--- src/rtl/step_timer_pkg.sv ---
// Shared types and defaults for the stream step timer.
package step_timer_pkg;

  localparam int CNTR_WIDTH_DEF = 32;

  typedef enum logic [1:0] {
    ST_IDLE = 2'd0,
    ST_WAIT = 2'd1,
    ST_FIRE = 2'd2,
    ST_DONE = 2'd3
  } state_t;

endpackage

--- src/rtl/axis_step_timer_if.sv ---
// Gating handshake between the step timer and the downstream stepper input.
interface axis_step_timer_if;

  logic s_axis_tvalid;
  logic trg_flag;

  // The timer observes valid and drives trg_flag into the stepper's tready.
  modport slave  (input  s_axis_tvalid, output trg_flag);
  modport master (output s_axis_tvalid, input  trg_flag);

endinterface

--- src/rtl/axis_step_timer.sv ---
// Step timer: asserts trg_flag once per step until a beat is accepted,
// spacing beats by a programmed period for a programmed (or unlimited) count.
module axis_step_timer
  import step_timer_pkg::*;
#(
  parameter int CNTR_WIDTH = CNTR_WIDTH_DEF
) (
  input  logic                  aclk,
  input  logic                  aresetn,
  input  logic                  run_flag,
  input  logic [CNTR_WIDTH-1:0] cfg_period,
  input  logic [CNTR_WIDTH-1:0] cfg_steps,
  axis_step_timer_if.slave      axis,
  output logic                  busy,
  output logic                  done,
  output logic [CNTR_WIDTH-1:0] sts_steps
);

  localparam logic [CNTR_WIDTH-1:0] ONE = CNTR_WIDTH'(1);

  state_t                state;
  logic                  run_q;
  logic                  trg_q;
  logic [CNTR_WIDTH-1:0] cnt;
  logic [CNTR_WIDTH-1:0] period_q;
  logic [CNTR_WIDTH-1:0] steps_q;

  logic                  start;
  logic                  beat;
  logic [CNTR_WIDTH-1:0] p_eff;
  logic [CNTR_WIDTH-1:0] steps_inc;

  assign start     = run_flag & ~run_q;
  assign beat      = trg_q & axis.s_axis_tvalid;
  assign p_eff     = (cfg_period == '0) ? ONE : cfg_period;
  assign steps_inc = sts_steps + ONE;

  assign axis.trg_flag = trg_q;

  always_ff @(posedge aclk or negedge aresetn) begin
    if (!aresetn) begin
      state     <= ST_IDLE;
      run_q     <= 1'b0;
      trg_q     <= 1'b0;
      busy      <= 1'b0;
      done      <= 1'b0;
      sts_steps <= '0;
      cnt       <= '0;
      period_q  <= '0;
      steps_q   <= '0;
    end else begin
      run_q <= run_flag;
      case (state)
        ST_IDLE: begin
          if (start) begin
            period_q  <= p_eff;
            steps_q   <= cfg_steps;
            sts_steps <= '0;
            busy      <= 1'b1;
            if (p_eff == ONE) begin
              state <= ST_FIRE;
              trg_q <= 1'b1;
            end else begin
              state <= ST_WAIT;
              cnt   <= p_eff - ONE;
            end
          end
        end

        ST_WAIT: begin
          cnt <= cnt - ONE;
          if (!run_flag) begin
            state <= ST_IDLE;
            busy  <= 1'b0;
          end else if (cnt == ONE) begin
            state <= ST_FIRE;
            trg_q <= 1'b1;
          end
        end

        ST_FIRE: begin
          // A beat in the abort cycle is still counted; abort wins over DONE.
          if (beat) sts_steps <= steps_inc;
          if (!run_flag) begin
            state <= ST_IDLE;
            trg_q <= 1'b0;
            busy  <= 1'b0;
          end else if (beat) begin
            if (steps_q != '0 && steps_inc == steps_q) begin
              state <= ST_DONE;
              trg_q <= 1'b0;
              busy  <= 1'b0;
              done  <= 1'b1;
            end else if (period_q != ONE) begin
              state <= ST_WAIT;
              trg_q <= 1'b0;
              cnt   <= period_q - ONE;
            end
          end
        end

        ST_DONE: begin
          if (!run_flag) begin
            state <= ST_IDLE;
            done  <= 1'b0;
          end
        end

        default: begin
          state <= ST_IDLE;
          trg_q <= 1'b0;
          busy  <= 1'b0;
          done  <= 1'b0;
        end
      endcase
    end
  end

endmodule

--- src/flat_wrapper.sv ---
// flat-port wrapper written by rule: the top's interface ports become plain ports
module axis_step_timer_flat import step_timer_pkg::*;
#(
  parameter int CNTR_WIDTH = CNTR_WIDTH_DEF
)
  (aclk, aresetn, run_flag, cfg_period, cfg_steps, busy, done, sts_steps, axis_s_axis_tvalid, axis_trg_flag);
  axis_step_timer_if axis_i ();
  input  logic aclk;
  input  logic aresetn;
  input  logic run_flag;
  input  logic [CNTR_WIDTH-1:0] cfg_period;
  input  logic [CNTR_WIDTH-1:0] cfg_steps;
  output logic busy;
  output logic done;
  output logic [CNTR_WIDTH-1:0] sts_steps;
  input wire logic [$bits(axis_i.s_axis_tvalid)-1:0] axis_s_axis_tvalid;
  output wire logic [$bits(axis_i.trg_flag)-1:0] axis_trg_flag;
  assign axis_i.s_axis_tvalid = axis_s_axis_tvalid;
  assign axis_trg_flag = axis_i.trg_flag;
  axis_step_timer #(.CNTR_WIDTH(CNTR_WIDTH)) u_core (.aclk(aclk), .aresetn(aresetn), .run_flag(run_flag), .cfg_period(cfg_period), .cfg_steps(cfg_steps), .axis(axis_i), .busy(busy), .done(done), .sts_steps(sts_steps));
endmodule
--- config.mk ---
export PLATFORM = sky130hd
export DESIGN_NAME = axis_step_timer_flat
export DESIGN_NICKNAME = d
export VERILOG_FILES = /design/src/rtl/step_timer_pkg.sv /design/src/rtl/axis_step_timer_if.sv /design/src/rtl/axis_step_timer.sv /design/src/flat_wrapper.sv
export SDC_FILE = /design/constraint.sdc
export NUM_CORES = 1
export LEC_CHECK = 0
export CELL_PAD_IN_SITES_DETAIL_PLACEMENT = 0
export CELL_PAD_IN_SITES_GLOBAL_PLACEMENT = 1
export CORE_MARGIN = 2
export CORE_UTILIZATION = 40
export CTS_CLUSTER_DIAMETER = 50
export DETAILED_ROUTE_END_ITERATION = 10
export GPL_TIMING_DRIVEN = 0
export PLACE_DENSITY_LB_ADDON = 0.1
export SYNTH_ARGS = -nofsm -noshare
export SYNTH_HDL_FRONTEND = slang
export SYNTH_SLANG_ARGS = --single-unit
--- constraint.sdc ---
create_clock -name aclk -period 5.2 [get_ports aclk]
set_input_delay 0.78 -clock aclk [delete_from_list [all_inputs] [get_ports aclk]]
set_output_delay 0.78 -clock aclk [all_outputs]
set_load 0.01 [all_outputs]
; ---- Word-level counts from Yosys, hierarchy flattened
; Index checks and enable logic that the tools add are counted.
[word_totals]
register_bits = 134
in_bits = 68
out_inout_bits = 35
word_cells = 93
[classes]
addsub = 4
eq_ne = 23
muxes = 40
bitwise = 3
n_reduce_logical = 14
[ops]
columns = cell, n
row1 = $mux 32, 9
row2 = $pmux 32 s3, 1
row3 = $sub 32x1->32 const B, 3
row4 = $eq 32x1->1 const B, 2
row5 = $pmux 32 s2, 1
row6 = $add 32x1->32 const B, 1
row7 = $eq 32x32->1, 1
row8 = $logic_not 32->1, 1
row9 = $ne 32x1->1 const B, 1
row10 = $reduce_bool 32->1, 1
row11 = $mux 2, 9
row12 = $mux 1, 16
row13 = $reduce_and 5->1, 3
row14 = $reduce_and 7->1, 2
row15 = $ne 2x1->1 const B, 6
row16 = $ne 2x2->1 const B, 6
row17 = $ne 3x2->1 const B, 3
row18 = $pmux 2 s4, 1
row19 = $pmux 1 s3, 2
row20 = $eq 2x2->1 const B, 2
row21 = $ne 4x2->1 const B, 1
row22 = $reduce_bool 2->1, 2
row23 = $reduce_and 3->1, 1
row24 = $reduce_bool 3->1, 1
row25 = other kinds (7), 8

; ---- Depth between registers and ports, before layout
; Gate-level depths: netlist of run 1.
[depth]
word_depth = 7
depth_mapped = 14
ltp_nobuf = 13

; ---- Worst setup path before layout of run 1
; OpenSTA, ideal clock, no wires.
[synth_timing]
kind = input-to-reg
startpoint = input port cfg_period[9]
endpoint = register u_core.cnt[27]
setup_ns = 0.125
arrival_time_ns = 3.935
required_ns = 5.075
slack_ns = 1.140
path_stages = 14
path_buffers = 2
path_cell_list = or4_1 > or4_1 > clkbuf_1 > nor4_1 > and2_1 > a21oi_1 > inv_1 > ha_1 > nand3_1 > nand2_1 > nor2_1 > a21oi_4 > buf_6 > mux2_4
[synth_between]
elab_chain_len = 6
elab_cells_between_ends = 9
classes_between = add/sub (1) / eq/ne (2) / mux (4) / reduce/logical (2)
[synth_lines]
columns = element, line
row1 = from (decl), flat_wrapper.sv:11  ; input logic [CNTR_WIDTH-1:0] cfg_period;
row2 = $logic_not 32->1 (*), axis_step_timer.sv:35  ; assign p_eff = (cfg_period == '0) ? ONE : cfg_period;
row3 = $mux 32 (*), axis_step_timer.sv:35
row4 = via u_core.p_eff[0], axis_step_timer.sv:30  ; logic [CNTR_WIDTH-1:0] p_eff;
row5 = $sub 32x1->32, axis_step_timer.sv:65  ; cnt <= p_eff - ONE;
row6 = $mux 32, axis_step_timer.sv:60  ; if (p_eff == ONE) begin
row7 = $mux 32, axis_step_timer.sv:55  ; if (start) begin
row8 = $pmux 32 s3, axis_step_timer.sv:53  ; case (state)
row9 = to (signal assigned), axis_step_timer.sv:65
row10 = to (signal assigned), axis_step_timer.sv:71  ; cnt <= cnt - ONE;
row11 = to (signal assigned), axis_step_timer.sv:97  ; cnt <= period_q - ONE;
row12 = to (decl), axis_step_timer.sv:24  ; logic [CNTR_WIDTH-1:0] cnt;
; Mark *: on every way through the listed nets, which the timed path passes. The rest lies on a longest branch. The select of a mux whose other input is x is not followed.
; A chain may end at the register's enable or synchronous reset.

; ---- Final worst setup path of run 1
; Same ends and word-level chain as after synthesis.

==> summary.md, run 1 <==
| Metric | Value |
|---|---|
| Largest net degree at the start of global routing | `92` |
| Port Buffer Count | `102` |
| Buf+Inv Stages, Crit Path | `3` |
| Critical path's most frequent cell | `or4_1` |
| WP data arrival | `5300 ps` |
| Worst-Margin Slew | `1430 ps` |
| Crit path time final | `4990 ps` |
| Synthesized Nets | `1,123` |
| Share of layout cells above drive strength 1 | `13.6%` |
| Vert. Die Dim | `158 um` |
| Fin cells | `1,496` |
| Crit share post-route | `96.0%` |
| Initial antenna violation count | `0` |
| Pleak | `4.38 nW` |
| Post-route DRC | `0` |
| Startpoint types | `primary input` |
| Status | `completed` |
| Fin. Hold Viols | `0` |
| Post-layout util | `49.4%` |
| IO Count | `103` |
| FF+latch count, synth | `134` |
| Global-route wire length before repair | `47,300 um` |
| Dpl hpwl | `22,200 um` |
| Pins Over Slew Limit | `0` |
| Setup CP Type | `in -> reg` |
| Final wirelength | `30,000 um` |
| Post-Syn Instances | `1,043` |
| Global router's overall resource usage | `24.8%` |
| CTS H-tree depth | `4` |
| Initial drt markers | `480` |
| Row count | `56` |
| Peak VDD IR | `0.000241 V` |
| Core ar. | `23,400 um2` |
| Grt total ovfl | `0` |
| Unrepaired setup endpoints after global routing | `false` |
| CTS buffer count | `17` |
| Hold_buf cts | `0` |
| CTS sink count | `134` |
| Crit Reg-Reg Endpoint | `u_core.cnt[27]` |
| Top cell family by delay on the critical path | `simple AND/OR/NAND/NOR gates` |
| CP Data Required Time | `5510 ps` |
| Vias in the first global route | `8,243` |
| Clock-pin transition on the worst setup and hold timing paths | `70 ps` |
| Synth top area share | `35.3%` |
| Fmax | `200 MHz` |
| Ys Warns | `0` |
| Slowest-stage cell, CP | `or4_1` |
| CP startpoint | `cfg_period[9]` |
| Routed len/inst | `20.0 um` |
| CTS tree | `yes` |
| Area Overhead vs Synth | `21.7%` |
| Multi-input logic area | `5780 um2` |
| Max Root-Sink Buffers | `2` |
| Max-cap violations | `0` |
| CP endpoint | `u_core.cnt[27]` |
| Post-synth EDFFs | `0` |
| Detailed Routing Iterations Pass 1 | `4` |
| Critical Path, Cell by Cell | `clkdlybuf4s50_1 -> or4_1 -> or4_1 -> nor4_2 -> and2_2 -> a21oi_1 -> inv_1 -> ha_1 -> nand3_1 -> nand2_1 -> nor2_1 -> a21oi_4 -> buf_6 -> mux2_4` |
| Vias post-DR | `8,447` |
| Die Area | `25,000 um2` |
| Reg2reg start | `u_core.sts_steps[6]` |
| Skew-Pair Late Insertion Delay | `430 ps` |
| Syn avg cell area | `9.12 um2` |
| Gp weighted congestion | `0.918` |
| Register area | `3350 um2` |
| Commonest cells in the netlist | `134 x dfrtp_1, 99 x nand2_1, 66 x mux2_2, 66 x nor2_1, 59 x xnor2_1` |
| Vias per cell | `5.65` |
| Fillers | `2,303` |
| Reg2Reg Setup Slack | `460 ps` |
| Relative slew slack | `3.96%` |
| PwrDens | `544 nW/um2` |
| Endpoint type of the worst setup path | `flop` |
| Sequential fraction of the synthesis area | `35.3%` |
| Final Skew | `12.3 ps` |
| Worst path max stage delay | `750 ps` |
| Most common cell in the netlist | `dfrtp_1` |
| Synth area leaders | `dfrtp_1 35%, mux2_2 7.8%, xnor2_1 5.4%, xor2_1 5.0%, nand2_1 3.9%` |
| Cells after DPL | `1,465` |
| Cell count along the critical path | `14` |
| Worst Path Max Fanout | `10` |
| Initial Util | `40.6%` |
| Worst reg2reg path depth | `12` |
| Mapped cell area | `9510 um2` |
| Synth area leader | `dfrtp_1` |
| Final setup TNS | `0 ps` |
| Die width | `158 um` |
| Remaining antenna violation count after routing | `0` |
| ANT cells | `0` |
| Hold Crit Class | `in -> async` |
| Post-synthesis async set-or-reset flop share | `100%` |
| Cell variety after synth | `76` |
| Post-layout net count | `1,244` |
| Synth Flop Type | `dfrtp_1` |
| Setup violations, final | `0` |
| Clock root buffer | `clkbuf_16` |
cell usage in the layout, fill, tap and decap left out, types with 15 or more instances in the layout:
master | synthesis | routed
nor3_1 | 52 | 52
clkbuf_16 | 0 | 17
mux2_2 | 66 | 66
nor4_1 | 34 | 33
clkdlybuf4s50_1 | 0 | 101
dfrtp_1 | 134 | 134
o21ai_0 | 57 | 57
or4_1 | 16 | 16
xnor2_1 | 59 | 59
nand2_1 | 99 | 98
a221oi_1 | 21 | 21
mux2_4 | 21 | 21
inv_1 | 23 | 23
a21oi_1 | 48 | 48
nor2_1 | 66 | 66
nand3_1 | 29 | 29
and3_1 | 15 | 15
xor2_1 | 54 | 54
clkbuf_1 | 36 | 36
stage by stage:
stage | hold WS (ps) | instance area, um2 | power [mW] | setup WS (ps)
after floorplan | 484 | 9510 | 4.10 | 1140
after global placement | 525 | 10900 | 5.01 | -2510
after detailed placement | 523 | 11000 | 5.05 | -704
after CTS | 286 | 11600 | 6.32 | 25.0
after global routing | 304 | 11600 | 6.72 | 24.6
final | 280 | 11600 | 6.30 | 207
flip-flops by register name, indices dropped and copies added, names as in the netlist:
signal,count
u_core.steps_q,32
u_core.state,2
u_core.period_q,32
u_core.run_q,1
u_core.cnt,32
u_core.done,1
u_core.busy,1
u_core.axis.trg_flag,1
u_core.sts_steps,32
worst min path at each step:
stage                  startpoint              endpoint  slack (ps)  cells after the start
2_1_floorplan             aresetn  u_core.axis.trg_flag         480                      0
3_3_place_gp   u_core.period_q[4]    u_core.period_q[4]         530                      1
3_5_place_dp   u_core.period_q[4]    u_core.period_q[4]         520                      1
4_1_cts                   aresetn    u_core.steps_q[20]         290                      1
5_1_grt                   aresetn    u_core.steps_q[19]         300                      1
6_report                  aresetn    u_core.steps_q[19]         280                      1
cell type report:
type,count,area share [%]
plain buffers,60,2.68
clock buffers,21,4.07
flip-flops and latches,134,29.0
inverters,23,0.746
clock inverters,11,1.08
repair buffers,103,9.07
well taps,319,3.45
multi-input cells,825,49.9
metal layers:
metal / global-route usage, % / part of all wire, % / vias up
met4: 8.37 / 2.6 / 0
met2: 43.6 / 50 / 219
li1: - / - / 4083
met1: 31.4 / 43 / 4108
met3: 3.28 / 3.9 / 37
met5: 0 / 0 / -
power by group:
| part | total (mW) | switching, mW | internal [mW] |
|---|---|---|---|
| Sequential | 2.02 | 0.543 | 1.48 |
| Clock | 1.25 | 0.504 | 0.744 |
| Combinational | 3.03 | 1.57 | 1.46 |
cell families after synthesis:
logic type	after synthesis	synth area share [%]
XOR/XNOR	113	10.4
adder cells (fa/ha/maj)	12	1.58
multiplexers	97	12.2
flip-flops	134	35.3
buffers and inverters	84	4.21
AND/OR/NAND/NOR	399	22.0
AO/OA/AOI/OAI	204	14.3
repair_timing:
item | 4_1_cts | 5_1_grt
resized for setup | 2 | 2
setup buffers | 0 | 0
endpoints found under the setup margin | 22 | 23
pin swaps | 0 | 0
cloned | 0 | 0
No activity file was read; power rests on OpenSTA's default activity.
==> run 2, diff against run 1 <==
--- a/config.mk
+++ b/config.mk
@@ -5,7 +5,7 @@
 export SDC_FILE = /design/constraint.sdc
 export NUM_CORES = 1
 export LEC_CHECK = 0
-export CELL_PAD_IN_SITES_DETAIL_PLACEMENT = 0
+export CELL_PAD_IN_SITES_DETAIL_PLACEMENT = 1
 export CELL_PAD_IN_SITES_GLOBAL_PLACEMENT = 1
 export CORE_MARGIN = 2
 export CORE_UTILIZATION = 40
==> summary.md, run 2 (same netlist as run 1, synthesis figures left out) <==
| Metric | Value |
|---|---|
| Fmax | `207 MHz` |
| Port Buffer Count | `102` |
| Initial drt markers | `481` |
| Crit share post-route | `92.8%` |
| CTS tree | `yes` |
| Max Root-Sink Buffers | `2` |
| CTS H-tree depth | `4` |
| Area Overhead vs Synth | `21.2%` |
| Setup violations, final | `0` |
| Final Power | `6.32 mW` |
| Vias post-DR | `8,744` |
| Global router's overall resource usage | `26.5%` |
| Logic gate share of total power | `48.9%` |
| Clock power frac | `18.8%` |
| IO Count | `103` |
| Setup Buffers After CTS | `0` |
| Vias per cell | `5.85` |
| CTS buffer count | `17` |
| Pleak | `4.37 nW` |
| Crit Reg-Reg Endpoint | `u_core.cnt[27]` |
| Dpl hpwl | `23,900 um` |
| Reg2reg start | `u_core.sts_steps[6]` |
| Peak VDD IR | `0.000227 V` |
| Global-route wire length before repair | `50,700 um` |
| Die Area | `25,000 um2` |
| Pins Over Slew Limit | `0` |
| Cells after DPL | `1,465` |
| PwrDens | `548 nW/um2` |
| WP data arrival | `5140 ps` |
| Unrepaired setup endpoints after global routing | `false` |
| Worst-Margin Slew | `1440 ps` |
| Skew-Pair Late Insertion Delay | `430 ps` |
| ANT cells | `0` |
| CP Data Required Time | `5510 ps` |
| Setup CP Type | `in -> reg` |
| Post-layout net count | `1,244` |
| Net Sw Frac | `42.5%` |
| Share of layout cells above drive strength 1 | `13.4%` |
| Vert. Die Dim | `158 um` |
| Row count | `56` |
| Leading cell type in the layout, fill and taps excluded | `dfrtp_1` |
| Initial Util | `40.6%` |
| Detailed Routing Iterations Pass 1 | `6` |
| Initial antenna violation count | `0` |
| Cell Int Power | `3.64 mW` |
| Final Skew | `8.74 ps` |
| Most frequent cells in the layout | `134 x dfrtp_1, 101 x clkdlybuf4s50_1, 98 x nand2_1` |
| Max-cap violations | `0` |
| Net Switching | `2.69 mW` |
| Final wirelength | `32,100 um` |
| Endpoint type of the worst setup path | `flop` |
| Core ar. | `23,400 um2` |
| Reg2Reg Setup Slack | `430 ps` |
| Relative slew slack | `3.32%` |
| Worst reg2reg path depth | `12` |
| Clock root buffer | `clkbuf_16` |
| Hold Crit Class | `in -> async` |
| Die width | `158 um` |
| Largest net degree at the start of global routing | `92` |
| Fin cells | `1,495` |
| Vias in the first global route | `8,962` |
| Grt total ovfl | `0` |
| Post-layout util | `49.3%` |
| Sequential Power Share | `32.4%` |
| Remaining antenna violation count after routing | `0` |
| Clock-pin transition on the worst setup and hold timing paths | `60 ps` |
| Status | `completed` |
| Startpoint types | `primary input` |
| Routed len/inst | `21.5 um` |
| Post-route DRC | `0` |
| Gp weighted congestion | `0.918` |
| CTS sink count | `134` |
| Crit path time final | `4820 ps` |
| Worst Path Max Fanout | `10` |
| Fin. Hold Viols | `0` |
## run 2: changes by cell type in the layout (fill, tap and decap cells not counted)
cell and change:
clkbuf_1 +3, clkbuf_8 -3, clkinv_2 +3, clkinv_4 -2, clkinvlp_4 -2, or4_1 -1
or4_4 +1
## run 2: worst max-delay path by stage
stage / end / cells past startpoint / slack, ps / start
after global placement: u_core.period_q[20] / 1 / -2510 / aresetn
after CTS: u_core.cnt[30] / 15 / 6 / cfg_period[9]
after floorplan: u_core.cnt[27] / 14 / 1140 / cfg_period[9]
after global routing: u_core.cnt[27] / 14 / 160 / cfg_period[8]
after detailed placement: u_core.cnt[30] / 15 / -700 / cfg_period[9]
final: u_core.cnt[27] / 14 / 380 / cfg_period[8]
## run 2: what timing repair did
action,4_1_cts,5_1_grt
hold buffers,0,0
endpoints found under the setup margin,2,25
resized for setup,2,3
## run 2: cell type report
type | count | area [um2]
Sequential cell | 134 | 3350
Buffer | 60 | 310
Clock buffer | 21 | 440
Multi-Input combinational cell | 825 | 5780
Clock inverter | 10 | 108
Inverter | 23 | 86.3
Fill cell | 2724 | 11900
Tap cell | 319 | 399
Timing Repair Buffer | 103 | 1050
## run 2: critical path: stages
cell and delay, ps:
clkdlybuf4s50_1 500, or4_1 650, or4_4 620, nor4_2 360, and2_2 290, a21oi_1 140
inv_1 80, ha_1 180, nand3_1 140, nand2_1 310, nor2_1 180, a21oi_4 340
buf_6 240, mux2_4 320
## run 2: power by group through the flow
stage / clock network, mW / logic (mW) / registers (mW)
after floorplan: 0 / 2.24 / 1.87
after global placement: 0 / 2.98 / 2.03
after detailed placement: 0 / 3.08 / 2.05
after CTS: 1.21 / 3.10 / 2.04
after global routing: 1.25 / 3.36 / 2.11
final: 1.19 / 3.09 / 2.05
## run 2: metal layers
layer  global-route usage (%)  part of all wire, %
met2                     48.7                   52
met5                        0                    0
met4                     8.19                  2.2
met1                     32.3                   43
met3                     2.98                  2.9
## run 2: stage by stage
stage	worst slack [ps]	hold slack [ps]	area [um2]	TNS, ps
5_1_grt	157	309	11500	0
3_5_place_dp	-697	533	11000	-11680
4_1_cts	6.20	288	11500	0
6_report	377	275	11500	0
3_3_place_gp	-2510	525	10900	-346730
2_1_floorplan	1140	484	9510	0
==> run 3, diff against run 2 <==
--- a/config.mk
+++ b/config.mk
@@ -9,10 +9,10 @@
 export CELL_PAD_IN_SITES_GLOBAL_PLACEMENT = 1
 export CORE_MARGIN = 2
 export CORE_UTILIZATION = 40
-export CTS_CLUSTER_DIAMETER = 50
 export DETAILED_ROUTE_END_ITERATION = 10
 export GPL_TIMING_DRIVEN = 0
 export PLACE_DENSITY_LB_ADDON = 0.1
 export SYNTH_ARGS = -nofsm -noshare
 export SYNTH_HDL_FRONTEND = slang
 export SYNTH_SLANG_ARGS = --single-unit
+export TNS_END_PERCENT = 100
==> results of run 3 <==
Final layout, timing and power as in run 2 (identical DEF).
